`src/rtl/lab3_cache_nway_tag_unit_if.sv`:
```
// Purpose: bundles the lookup, fill, flush and write-back signals of the cache tag unit.
// Latency: none, wiring only.
// Backpressure: valid/ready pairs on lookup request, lookup response, flush start and write-back.
interface lab3_cache_nway_tag_unit_if #(
    parameter int p_way_w = 2
);
    logic               req_val;
    logic               req_rdy;
    logic [31:0]        req_addr;
    logic               req_write;

    logic               resp_val;
    logic               resp_rdy;
    logic               resp_hit;
    logic [p_way_w-1:0] resp_way;
    logic [p_way_w-1:0] resp_victim_way;
    logic               resp_victim_dirty;
    logic [31:0]        resp_victim_addr;

    logic               fill_en;
    logic [31:0]        fill_addr;
    logic [p_way_w-1:0] fill_way;
    logic               fill_dirty;

    logic               flush_val;
    logic               flush_rdy;
    logic               wb_val;
    logic               wb_rdy;
    logic [31:0]        wb_addr;
    logic               flush_done;

    // Cache control side: issues lookups, fills and flushes, consumes responses and write-backs.
    modport master (
        output req_val, req_addr, req_write, resp_rdy,
        output fill_en, fill_addr, fill_way, fill_dirty,
        output flush_val, wb_rdy,
        input  req_rdy, resp_val, resp_hit, resp_way, resp_victim_way,
        input  resp_victim_dirty, resp_victim_addr,
        input  flush_rdy, wb_val, wb_addr, flush_done
    );

    // Tag unit side.
    modport slave (
        input  req_val, req_addr, req_write, resp_rdy,
        input  fill_en, fill_addr, fill_way, fill_dirty,
        input  flush_val, wb_rdy,
        output req_rdy, resp_val, resp_hit, resp_way, resp_victim_way,
        output resp_victim_dirty, resp_victim_addr,
        output flush_rdy, wb_val, wb_addr, flush_done
    );
endinterface

```
`src/rtl/lab3_cache_nway_tag_unit.sv`:
```
// Purpose: N-way set-associative tag/valid/dirty/true-LRU store with victim select, fills and a dirty-line flush walker.
// Latency: lookup response registered 1 cycle after accept; flush walks one (set, way) per cycle.
// Backpressure: req_rdy drops while a response is held, during a fill, or outside IDLE; wb_addr holds until wb_rdy.
// Optional: define LAB3_CACHE_TAG_PERF_CNT_EN to add 32-bit hit_count / miss_count outputs.
module lab3_cache_nway_tag_unit #(
    parameter int p_num_ways    = 4,
    parameter int p_num_sets    = 16,
    parameter int p_line_nbytes = 64
) (
    input  logic                        clk,
    input  logic                        reset,
    lab3_cache_nway_tag_unit_if.slave   bus
`ifdef LAB3_CACHE_TAG_PERF_CNT_EN
    ,
    output logic [31:0]                 hit_count,
    output logic [31:0]                 miss_count
`endif
);

    localparam int W = $clog2(p_num_ways);
    localparam int S = $clog2(p_num_sets);
    localparam int O = $clog2(p_line_nbytes);
    localparam int T = 32 - S - O;

    typedef enum logic [1:0] {
        IDLE = 2'd0,
        SCAN = 2'd1,
        WB   = 2'd2,
        DONE = 2'd3
    } state_t;

    state_t state_q, state_d;

    // Per-entry state
    logic [T-1:0]            tag_q   [p_num_sets][p_num_ways];
    logic [W-1:0]            age_q   [p_num_sets][p_num_ways];
    logic [p_num_ways-1:0]   valid_q [p_num_sets];
    logic [p_num_ways-1:0]   dirty_q [p_num_sets];

    // Registered lookup response
    logic                    resp_val_q;
    logic                    resp_hit_q;
    logic [W-1:0]            resp_way_q;
    logic [W-1:0]            resp_victim_way_q;
    logic                    resp_victim_dirty_q;
    logic [31:0]             resp_victim_addr_q;

    // Flush walker position: set in the upper bits, way in the lower bits, so +1 walks set-major
    logic [S+W-1:0]          scan_idx_q;
    logic [S-1:0]            scan_set;
    logic [W-1:0]            scan_way;
    logic                    scan_last;
    logic                    scan_dirty;
    logic                    scan_adv;

    // Address split for lookups and fills; line offset bits are dropped
    logic [T-1:0]            req_tag;
    logic [S-1:0]            req_set;
    logic [T-1:0]            fill_tag;
    logic [S-1:0]            fill_set;
    logic                    unused_offset;

    assign req_tag       = bus.req_addr[31:S+O];
    assign req_set       = bus.req_addr[S+O-1:O];
    assign fill_tag      = bus.fill_addr[31:S+O];
    assign fill_set      = bus.fill_addr[S+O-1:O];
    assign unused_offset = ^{bus.req_addr[O-1:0], bus.fill_addr[O-1:0]};

    assign scan_set   = scan_idx_q[S+W-1:W];
    assign scan_way   = scan_idx_q[W-1:0];
    assign scan_last  = &scan_idx_q;
    assign scan_dirty = valid_q[scan_set][scan_way] && dirty_q[scan_set][scan_way];

    // Handshake qualifiers; a fill always takes priority over a lookup in the same cycle
    logic is_idle;
    logic req_rdy_int;
    logic flush_rdy_int;
    logic req_fire;
    logic fill_fire;
    logic flush_fire;
    logic wb_fire;

    assign is_idle       = (state_q == IDLE);
    assign req_rdy_int   = !reset && is_idle && !bus.fill_en && (!resp_val_q || bus.resp_rdy);
    assign flush_rdy_int = !reset && is_idle && !resp_val_q && !bus.fill_en;
    assign req_fire      = bus.req_val && req_rdy_int;
    assign fill_fire     = bus.fill_en && is_idle && !reset;
    assign flush_fire    = bus.flush_val && flush_rdy_int;
    assign wb_fire       = (state_q == WB) && bus.wb_rdy;

    // Tag compare and victim selection for the addressed set
    logic            hit;
    logic [W-1:0]    hit_way;
    logic            inv_found;
    logic [W-1:0]    inv_way;
    logic [W-1:0]    lru_way;
    logic [W-1:0]    victim_way;
    logic            victim_dirty;
    logic [31:0]     victim_addr;

    // Lookup: first matching valid way; victim is lowest invalid way, else the oldest
    always_comb begin
        hit       = 1'b0;
        hit_way   = '0;
        inv_found = 1'b0;
        inv_way   = '0;
        lru_way   = '0;
        for (int i = 0; i < p_num_ways; i++) begin
            if (valid_q[req_set][i] && (tag_q[req_set][i] == req_tag) && !hit) begin
                hit     = 1'b1;
                hit_way = W'(i);
            end
            if (!valid_q[req_set][i] && !inv_found) begin
                inv_found = 1'b1;
                inv_way   = W'(i);
            end
            if (age_q[req_set][i] == W'(p_num_ways - 1)) begin
                lru_way = W'(i);
            end
        end
        victim_way   = inv_found ? inv_way : lru_way;
        victim_dirty = valid_q[req_set][victim_way] && dirty_q[req_set][victim_way];
        victim_addr  = {tag_q[req_set][victim_way], req_set, {O{1'b0}}};
    end

    // One LRU touch per cycle at most: a hitting lookup or a fill
    logic            touch_en;
    logic [S-1:0]    touch_set;
    logic [W-1:0]    touch_way;

    assign touch_en  = fill_fire || (req_fire && hit);
    assign touch_set = fill_fire ? fill_set : req_set;
    assign touch_way = fill_fire ? bus.fill_way : hit_way;

    // Flush FSM next-state: SCAN visits one entry per cycle, WB parks on a dirty entry until wb_rdy
    always_comb begin
        state_d  = state_q;
        scan_adv = 1'b0;
        case (state_q)
            IDLE: begin
                if (flush_fire) state_d = SCAN;
            end
            SCAN: begin
                if (scan_dirty) begin
                    state_d = WB;
                end else if (scan_last) begin
                    state_d = DONE;
                end else begin
                    scan_adv = 1'b1;
                end
            end
            WB: begin
                if (bus.wb_rdy) begin
                    if (scan_last) begin
                        state_d = DONE;
                    end else begin
                        state_d  = SCAN;
                        scan_adv = 1'b1;
                    end
                end
            end
            DONE: begin
                state_d = IDLE;
            end
            default: state_d = IDLE;
        endcase
    end

    // Flush FSM state register
    always_ff @(posedge clk) begin
        if (reset) state_q <= IDLE;
        else       state_q <= state_d;
    end

    // Flush walker index: restarts at entry 0 on every flush
    always_ff @(posedge clk) begin
        if (reset)           scan_idx_q <= '0;
        else if (flush_fire) scan_idx_q <= '0;
        else if (scan_adv)   scan_idx_q <= scan_idx_q + 1'b1;
    end

    // Tag/valid/dirty/age arrays: fills, store hits, write-back clears and LRU aging
    always_ff @(posedge clk) begin
        if (reset) begin
            for (int s = 0; s < p_num_sets; s++) begin
                valid_q[s] <= '0;
                dirty_q[s] <= '0;
                for (int w = 0; w < p_num_ways; w++) begin
                    tag_q[s][w] <= '0;
                    age_q[s][w] <= W'(w);
                end
            end
        end else begin
            if (fill_fire) begin
                tag_q[fill_set][bus.fill_way]   <= fill_tag;
                valid_q[fill_set][bus.fill_way] <= 1'b1;
                dirty_q[fill_set][bus.fill_way] <= bus.fill_dirty;
            end
            if (req_fire && hit && bus.req_write) begin
                dirty_q[req_set][hit_way] <= 1'b1;
            end
            if (wb_fire) begin
                dirty_q[scan_set][scan_way] <= 1'b0;
            end
            if (touch_en) begin
                for (int w = 0; w < p_num_ways; w++) begin
                    if (W'(w) == touch_way) begin
                        age_q[touch_set][w] <= '0;
                    end else if (age_q[touch_set][w] < age_q[touch_set][touch_way]) begin
                        age_q[touch_set][w] <= age_q[touch_set][w] + 1'b1;
                    end
                end
            end
        end
    end

    // Response register: loads on accept, clears when consumed, holds otherwise
    always_ff @(posedge clk) begin
        if (reset) begin
            resp_val_q          <= 1'b0;
            resp_hit_q          <= 1'b0;
            resp_way_q          <= '0;
            resp_victim_way_q   <= '0;
            resp_victim_dirty_q <= 1'b0;
            resp_victim_addr_q  <= '0;
        end else if (req_fire) begin
            resp_val_q          <= 1'b1;
            resp_hit_q          <= hit;
            resp_way_q          <= hit_way;
            resp_victim_way_q   <= victim_way;
            resp_victim_dirty_q <= victim_dirty;
            resp_victim_addr_q  <= victim_addr;
        end else if (bus.resp_rdy) begin
            resp_val_q          <= 1'b0;
        end
    end

`ifdef LAB3_CACHE_TAG_PERF_CNT_EN
    logic [31:0] hit_count_q;
    logic [31:0] miss_count_q;

    // Accepted-lookup counters by outcome, free-running with natural wrap
    always_ff @(posedge clk) begin
        if (reset) begin
            hit_count_q  <= '0;
            miss_count_q <= '0;
        end else if (req_fire) begin
            if (hit) hit_count_q  <= hit_count_q + 32'd1;
            else     miss_count_q <= miss_count_q + 32'd1;
        end
    end

    assign hit_count  = reset ? 32'd0 : hit_count_q;
    assign miss_count = reset ? 32'd0 : miss_count_q;
`endif

    // Outputs are forced to zero while reset is asserted so nothing stale leaks in that cycle
    assign bus.req_rdy           = req_rdy_int;
    assign bus.flush_rdy         = flush_rdy_int;
    assign bus.resp_val          = !reset && resp_val_q;
    assign bus.resp_hit          = !reset && resp_hit_q;
    assign bus.resp_way          = reset ? '0 : resp_way_q;
    assign bus.resp_victim_way   = reset ? '0 : resp_victim_way_q;
    assign bus.resp_victim_dirty = !reset && resp_victim_dirty_q;
    assign bus.resp_victim_addr  = reset ? 32'd0 : resp_victim_addr_q;
    assign bus.wb_val            = !reset && (state_q == WB);
    assign bus.wb_addr           = (!reset && (state_q == WB))
                                   ? {tag_q[scan_set][scan_way], scan_set, {O{1'b0}}} : 32'd0;
    assign bus.flush_done        = !reset && (state_q == DONE);

endmodule
```
`src/flat_wrapper.sv`:
```
// flat-port wrapper written by rule: the top's interface ports become plain ports
module lab3_cache_nway_tag_unit_flat 
#(
    parameter int p_num_ways    = 4,
    parameter int p_num_sets    = 16,
    parameter int p_line_nbytes = 64
)
  (clk, reset, bus_req_val, bus_req_addr, bus_req_write, bus_resp_rdy, bus_fill_en, bus_fill_addr, bus_fill_way, bus_fill_dirty, bus_flush_val, bus_wb_rdy, bus_req_rdy, bus_resp_val, bus_resp_hit, bus_resp_way, bus_resp_victim_way, bus_resp_victim_dirty, bus_resp_victim_addr, bus_flush_rdy, bus_wb_val, bus_wb_addr, bus_flush_done);
  lab3_cache_nway_tag_unit_if bus_i ();
  input  logic clk;
  input  logic reset;
  input wire logic [$bits(bus_i.req_val)-1:0] bus_req_val;
  input wire logic [$bits(bus_i.req_addr)-1:0] bus_req_addr;
  input wire logic [$bits(bus_i.req_write)-1:0] bus_req_write;
  input wire logic [$bits(bus_i.resp_rdy)-1:0] bus_resp_rdy;
  input wire logic [$bits(bus_i.fill_en)-1:0] bus_fill_en;
  input wire logic [$bits(bus_i.fill_addr)-1:0] bus_fill_addr;
  input wire logic [$bits(bus_i.fill_way)-1:0] bus_fill_way;
  input wire logic [$bits(bus_i.fill_dirty)-1:0] bus_fill_dirty;
  input wire logic [$bits(bus_i.flush_val)-1:0] bus_flush_val;
  input wire logic [$bits(bus_i.wb_rdy)-1:0] bus_wb_rdy;
  output wire logic [$bits(bus_i.req_rdy)-1:0] bus_req_rdy;
  output wire logic [$bits(bus_i.resp_val)-1:0] bus_resp_val;
  output wire logic [$bits(bus_i.resp_hit)-1:0] bus_resp_hit;
  output wire logic [$bits(bus_i.resp_way)-1:0] bus_resp_way;
  output wire logic [$bits(bus_i.resp_victim_way)-1:0] bus_resp_victim_way;
  output wire logic [$bits(bus_i.resp_victim_dirty)-1:0] bus_resp_victim_dirty;
  output wire logic [$bits(bus_i.resp_victim_addr)-1:0] bus_resp_victim_addr;
  output wire logic [$bits(bus_i.flush_rdy)-1:0] bus_flush_rdy;
  output wire logic [$bits(bus_i.wb_val)-1:0] bus_wb_val;
  output wire logic [$bits(bus_i.wb_addr)-1:0] bus_wb_addr;
  output wire logic [$bits(bus_i.flush_done)-1:0] bus_flush_done;
  assign bus_i.req_val = bus_req_val;
  assign bus_i.req_addr = bus_req_addr;
  assign bus_i.req_write = bus_req_write;
  assign bus_i.resp_rdy = bus_resp_rdy;
  assign bus_i.fill_en = bus_fill_en;
  assign bus_i.fill_addr = bus_fill_addr;
  assign bus_i.fill_way = bus_fill_way;
  assign bus_i.fill_dirty = bus_fill_dirty;
  assign bus_i.flush_val = bus_flush_val;
  assign bus_i.wb_rdy = bus_wb_rdy;
  assign bus_req_rdy = bus_i.req_rdy;
  assign bus_resp_val = bus_i.resp_val;
  assign bus_resp_hit = bus_i.resp_hit;
  assign bus_resp_way = bus_i.resp_way;
  assign bus_resp_victim_way = bus_i.resp_victim_way;
  assign bus_resp_victim_dirty = bus_i.resp_victim_dirty;
  assign bus_resp_victim_addr = bus_i.resp_victim_addr;
  assign bus_flush_rdy = bus_i.flush_rdy;
  assign bus_wb_val = bus_i.wb_val;
  assign bus_wb_addr = bus_i.wb_addr;
  assign bus_flush_done = bus_i.flush_done;
  lab3_cache_nway_tag_unit #(.p_num_ways(p_num_ways), .p_num_sets(p_num_sets), .p_line_nbytes(p_line_nbytes)) u_core (.clk(clk), .reset(reset), .bus(bus_i));
endmodule
```
`config.mk`:
```
export PLATFORM = sky130hd
export DESIGN_NAME = lab3_cache_nway_tag_unit_flat
export DESIGN_NICKNAME = d
export VERILOG_FILES = /design/src/rtl/lab3_cache_nway_tag_unit_if.sv /design/src/rtl/lab3_cache_nway_tag_unit.sv /design/src/flat_wrapper.sv
export SDC_FILE = /design/constraint.sdc
export NUM_CORES = 2
export LEC_CHECK = 0
export BUFFER_PORTS_ARGS = -buffer_cell sky130_fd_sc_hd__buf_2
export CORE_MARGIN = 8
export CORE_UTILIZATION = 30
export CTS_BUF_LIST = sky130_fd_sc_hd__clkbuf_4
export DETAILED_ROUTE_END_ITERATION = 6
export PLACE_DENSITY = 0.54
export SLEW_MARGIN = 20
export SYNTH_ARGS = -nofsm -noshare
export SYNTH_HDL_FRONTEND = slang
export SYNTH_SLANG_ARGS = --single-unit
```
`constraint.sdc`:
```
create_clock -name clk -period 6.88 [get_ports clk]
set_clock_uncertainty 0.15 [all_clocks]
set_input_delay 0.688 -clock clk [delete_from_list [all_inputs] [get_ports clk]]
set_output_delay 0.688 -clock clk [all_outputs]
set_load 0.01 [all_outputs]
```
==> results.ini <==
[status]
status=finished, violations left
violations=design-rule violations

[worst_setup_path]
end_kind=output port
arrival_ps=5200
critical_path.slowest_cell=dfxtp_4
crit_path_frequent_cell=mux4_2
required_ps=6040
cp.depth=6
path_class=reg -> out
timing.rr.start=u_core.tag_q[8][31]
ff2ff_path_depth=17
cp_top_family=multiplexers
crit_chain=buf_4 -> mux4_2 -> mux4_2 -> mux4_2 -> and2_1 -> buf_2
cp_slowest_stage_delay_ps=830
cp-start-kind=register
crit_fanout=37
cp_num_buf_inv=2

[global_routing]
grt_pass1_vias=66900
grtUsageMet1_pct=28.7
grt_max_degree=130
track_usage_pct=23.6
grt_busiest_layer=met2
grt_pass1_wl_um=548000
met2_usage_pct=36.6
overflow=0
grt_util_met3_pct=6.07
antenna_found_initial=99

[route]
antenna_violating_nets_post_route=0
dr.pass1.iters=7
drc=1
drt-total-wl_um=408000
num_vias=68400
via_per_inst=5.82
wl_per_cell_um=34.8
drt_iter0_drc=10500

[min_path]
hp-start=bus_fill_addr[24]
hold_class=in -> reg
min_delay_path_depth=3

[job]
drv_cap=0

[power]
p_leak_nw=39.1
p_per_area_nw_per_um2=229
fin_total_pwr_mw=24.8
ir_worst_vdd_v=0.000135

[logic_synthesis]
avgSynthCellArea_um2=13.8
synthAdderAreaFrac_pct=0.172
async_flop_share_pct=0
synthesis.area_um2=94500
yosysSeqAreaShare_pct=53.1
synth-xor-area-share_pct=1.08
synthCells=6833
ys_seq_elements=1709
synthFlopType=edfxtp_1
synth-compound-area-share_pct=5.04
yosys.area_share.simple_pct=14.2
yosysUniqueCellTypes=93
yosys_warnings=0
synth-edff-count=1600
synth_top_family_by_area=multiplexers
synthMuxAreaShare_pct=23.0

[die]
start_util_pct=30.1
die_area_um2=333000
rows=206
die_w_um=577
io_pins=150
fp.dieH_um=577
core_um2=314000

[cts]
cts_root_buf=clkbuf_4
post_cts_buffers=0
cts_hold_buf=29
numCtsBuffers=454
worstSkewPairLatency_ps=1470
cts_sinks=1709
cts_tree=yes
cts_max_path_buffers=4
clk_pin_slew_ps=60
ctsHtreeMaxLevel=5
cts_resized=0

[place]
dp.cells=10900
routabilityCongestion=0.948
io_buffers=125
dp_hpwl_um=257000
detailedPlace.worstSlack_ps=262

[timing]
tightest_slew_ps=1290
period_minus_slack_ps=6040
rsz0062_at_grt=false
timing.final.crit_share_pct=87.7
relSlewSlack_pct=13.3
clock.fmax_ghz=0.166
hold_viol=0
hold-worst-slack_ps=36.7
setup_viol=0
worst_slack_ps=843
slew_viol_final=0
finalSetupTns_ps=0

[finish]
syn_to_final_growth_pct=14.7
drive_gt1_share_pct=31.1
fin_nets=7279
final_cells=11800

power by group:
| part | leakage [nW] | internal [mW] | switching [mW] |
|---|---|---|---|
| clock network | 3.48 | 4.73 | 4.63 |
| registers | 17.2 | 11.7 | 0.206 |
| logic | 18.4 | 1.19 | 2.32 |
| total | 39.1 | 17.6 | 7.15 |
sequential cells by signal (all words and copies together) (netlist names), named ones only:
name and cells:
u_core.resp_victim_addr_q 26, u_core.resp_val_q 1, u_core.scan_idx_q 6, u_core.dirty_q 64
u_core.resp_hit_q 1, u_core.state_q 2, u_core.resp_victim_way_q 2, u_core.age_q 128
u_core.valid_q 64, u_core.resp_victim_dirty_q 1, u_core.resp_way_q 2, u_core.tag_q 1408
synthesized netlist by cell type (all sizes together), types with 10 or more instances:
| cell | instances | share of area [%] |
|---|---|---|
| dfxtp | 109 | 2.3 |
| nor4b | 19 | 0.26 |
| mux2i | 312 | 3.3 |
| o22ai | 20 | 0.13 |
| buf | 238 | 1.5 |
| or2 | 12 | 0.079 |
| and3 | 27 | 0.18 |
| xor2 | 51 | 0.47 |
| nor2b | 56 | 0.37 |
| a22oi | 78 | 0.62 |
| and2 | 1445 | 9.6 |
| clkbuf | 466 | 1.9 |
| or3 | 10 | 0.066 |
| mux2 | 54 | 0.64 |
| edfxtp | 1600 | 51 |
| o211ai | 39 | 0.31 |
| nand2b | 15 | 0.099 |
| a221oi | 20 | 0.19 |
| a21o | 126 | 1.0 |
| a21oi | 59 | 0.32 |
| nand3 | 85 | 0.45 |
| mux4 | 798 | 19 |
| o21ai | 249 | 1.3 |
| ha | 13 | 0.17 |
| nor2 | 304 | 1.3 |
| nor3 | 23 | 0.12 |
| nand2 | 362 | 1.4 |
| nand4 | 15 | 0.099 |
| inv | 19 | 0.075 |
| a211oi | 20 | 0.16 |
| a31oi | 25 | 0.17 |
| xnor2 | 66 | 0.61 |
worst register-to-register path, cell delays in order (launching register included):
cell	delay, ps
edfxtp_1	370
mux4_2	240
mux2i_1	80
mux2i_1	740
xor2_1	280
a2111oi_2	390
nand4_1	240
or4_4	650
a21oi_1	260
o21a_2	210
mux2_2	330
o21ai_0	150
buf_4	170
ha_1	250
or3_1	420
o311ai_4	110
buf_12	200
a21o_1	160
cell families (layout without fill, tap and decap cells):
family | count (synthesis) | in the layout
compound gates | 711 | 711
xor+xnor | 117 | 117
fa+ha+maj | 13 | 13
buf+inv | 725 | 1428
flops | 1709 | 1709
mux | 1164 | 1164
other cells | 1 | 59
simple gates | 2393 | 2393
metal layers:
layer  wire length [um]  vias up
li1                   -    26800
met1             145000    35200
met2             184000     5082
met3              47200     1219
met4              32600       36
met5                243        -
cell usage in the layout, fill, tap and decap left out, types with 31 or more instances in the layout:
cell and n:
a21oi_1 57, xnor2_1 66, dfxtp_1 104, nand2_1 359, nor2_1 216, diode_2 47, nand3_1 84, and2_1 1443
xor2_1 51, buf_2 118, clkinv_1 102, buf_4 393, clkbuf_4 653, nor2_2 84, edfxtp_1 1600, mux4_2 798
dlygate4sd3_1 31, a22oi_1 77, o21ai_0 169, nor2b_1 51, buf_12 47, clkinv_2 36, o211ai_1 39, mux2_2 53
mux2i_1 312, o21ai_4 64, a21o_1 125
through the flow:
| stage | utilization (%) | instance area [um2] |
|---|---|---|
| floorplan | - | 94600 |
| global placement | 32.5 | 102000 |
| detailed placement | 32.5 | 102000 |
| CTS | 34.5 | 108000 |
| global route | 34.5 | 108000 |
| finish | 34.5 | 108000 |
final timing paths:
| kind | end | slack [ps] |
|---|---|---|
| setup / recovery | bus_wb_addr[23] | 840 |
| hold / removal | u_core.tag_q[5][58] | 40 |
| setup reg to reg | u_core.age_q[0][2] | 1030 |
| hold reg to reg | u_core.valid_q[2][3] | 330 |
final cells by class:
class	instances	area, um2
diodes	47	118
well taps	4160	5200
fillers	30400	206000
multi-input cells	4410	42100
clock inverters	160	940
clock buffers	652	4890
flip-flops and latches	1709	50200
inverters	21	96.3
repair buffers	595	4890
Note: power is estimated with default switching activity, not from simulation.
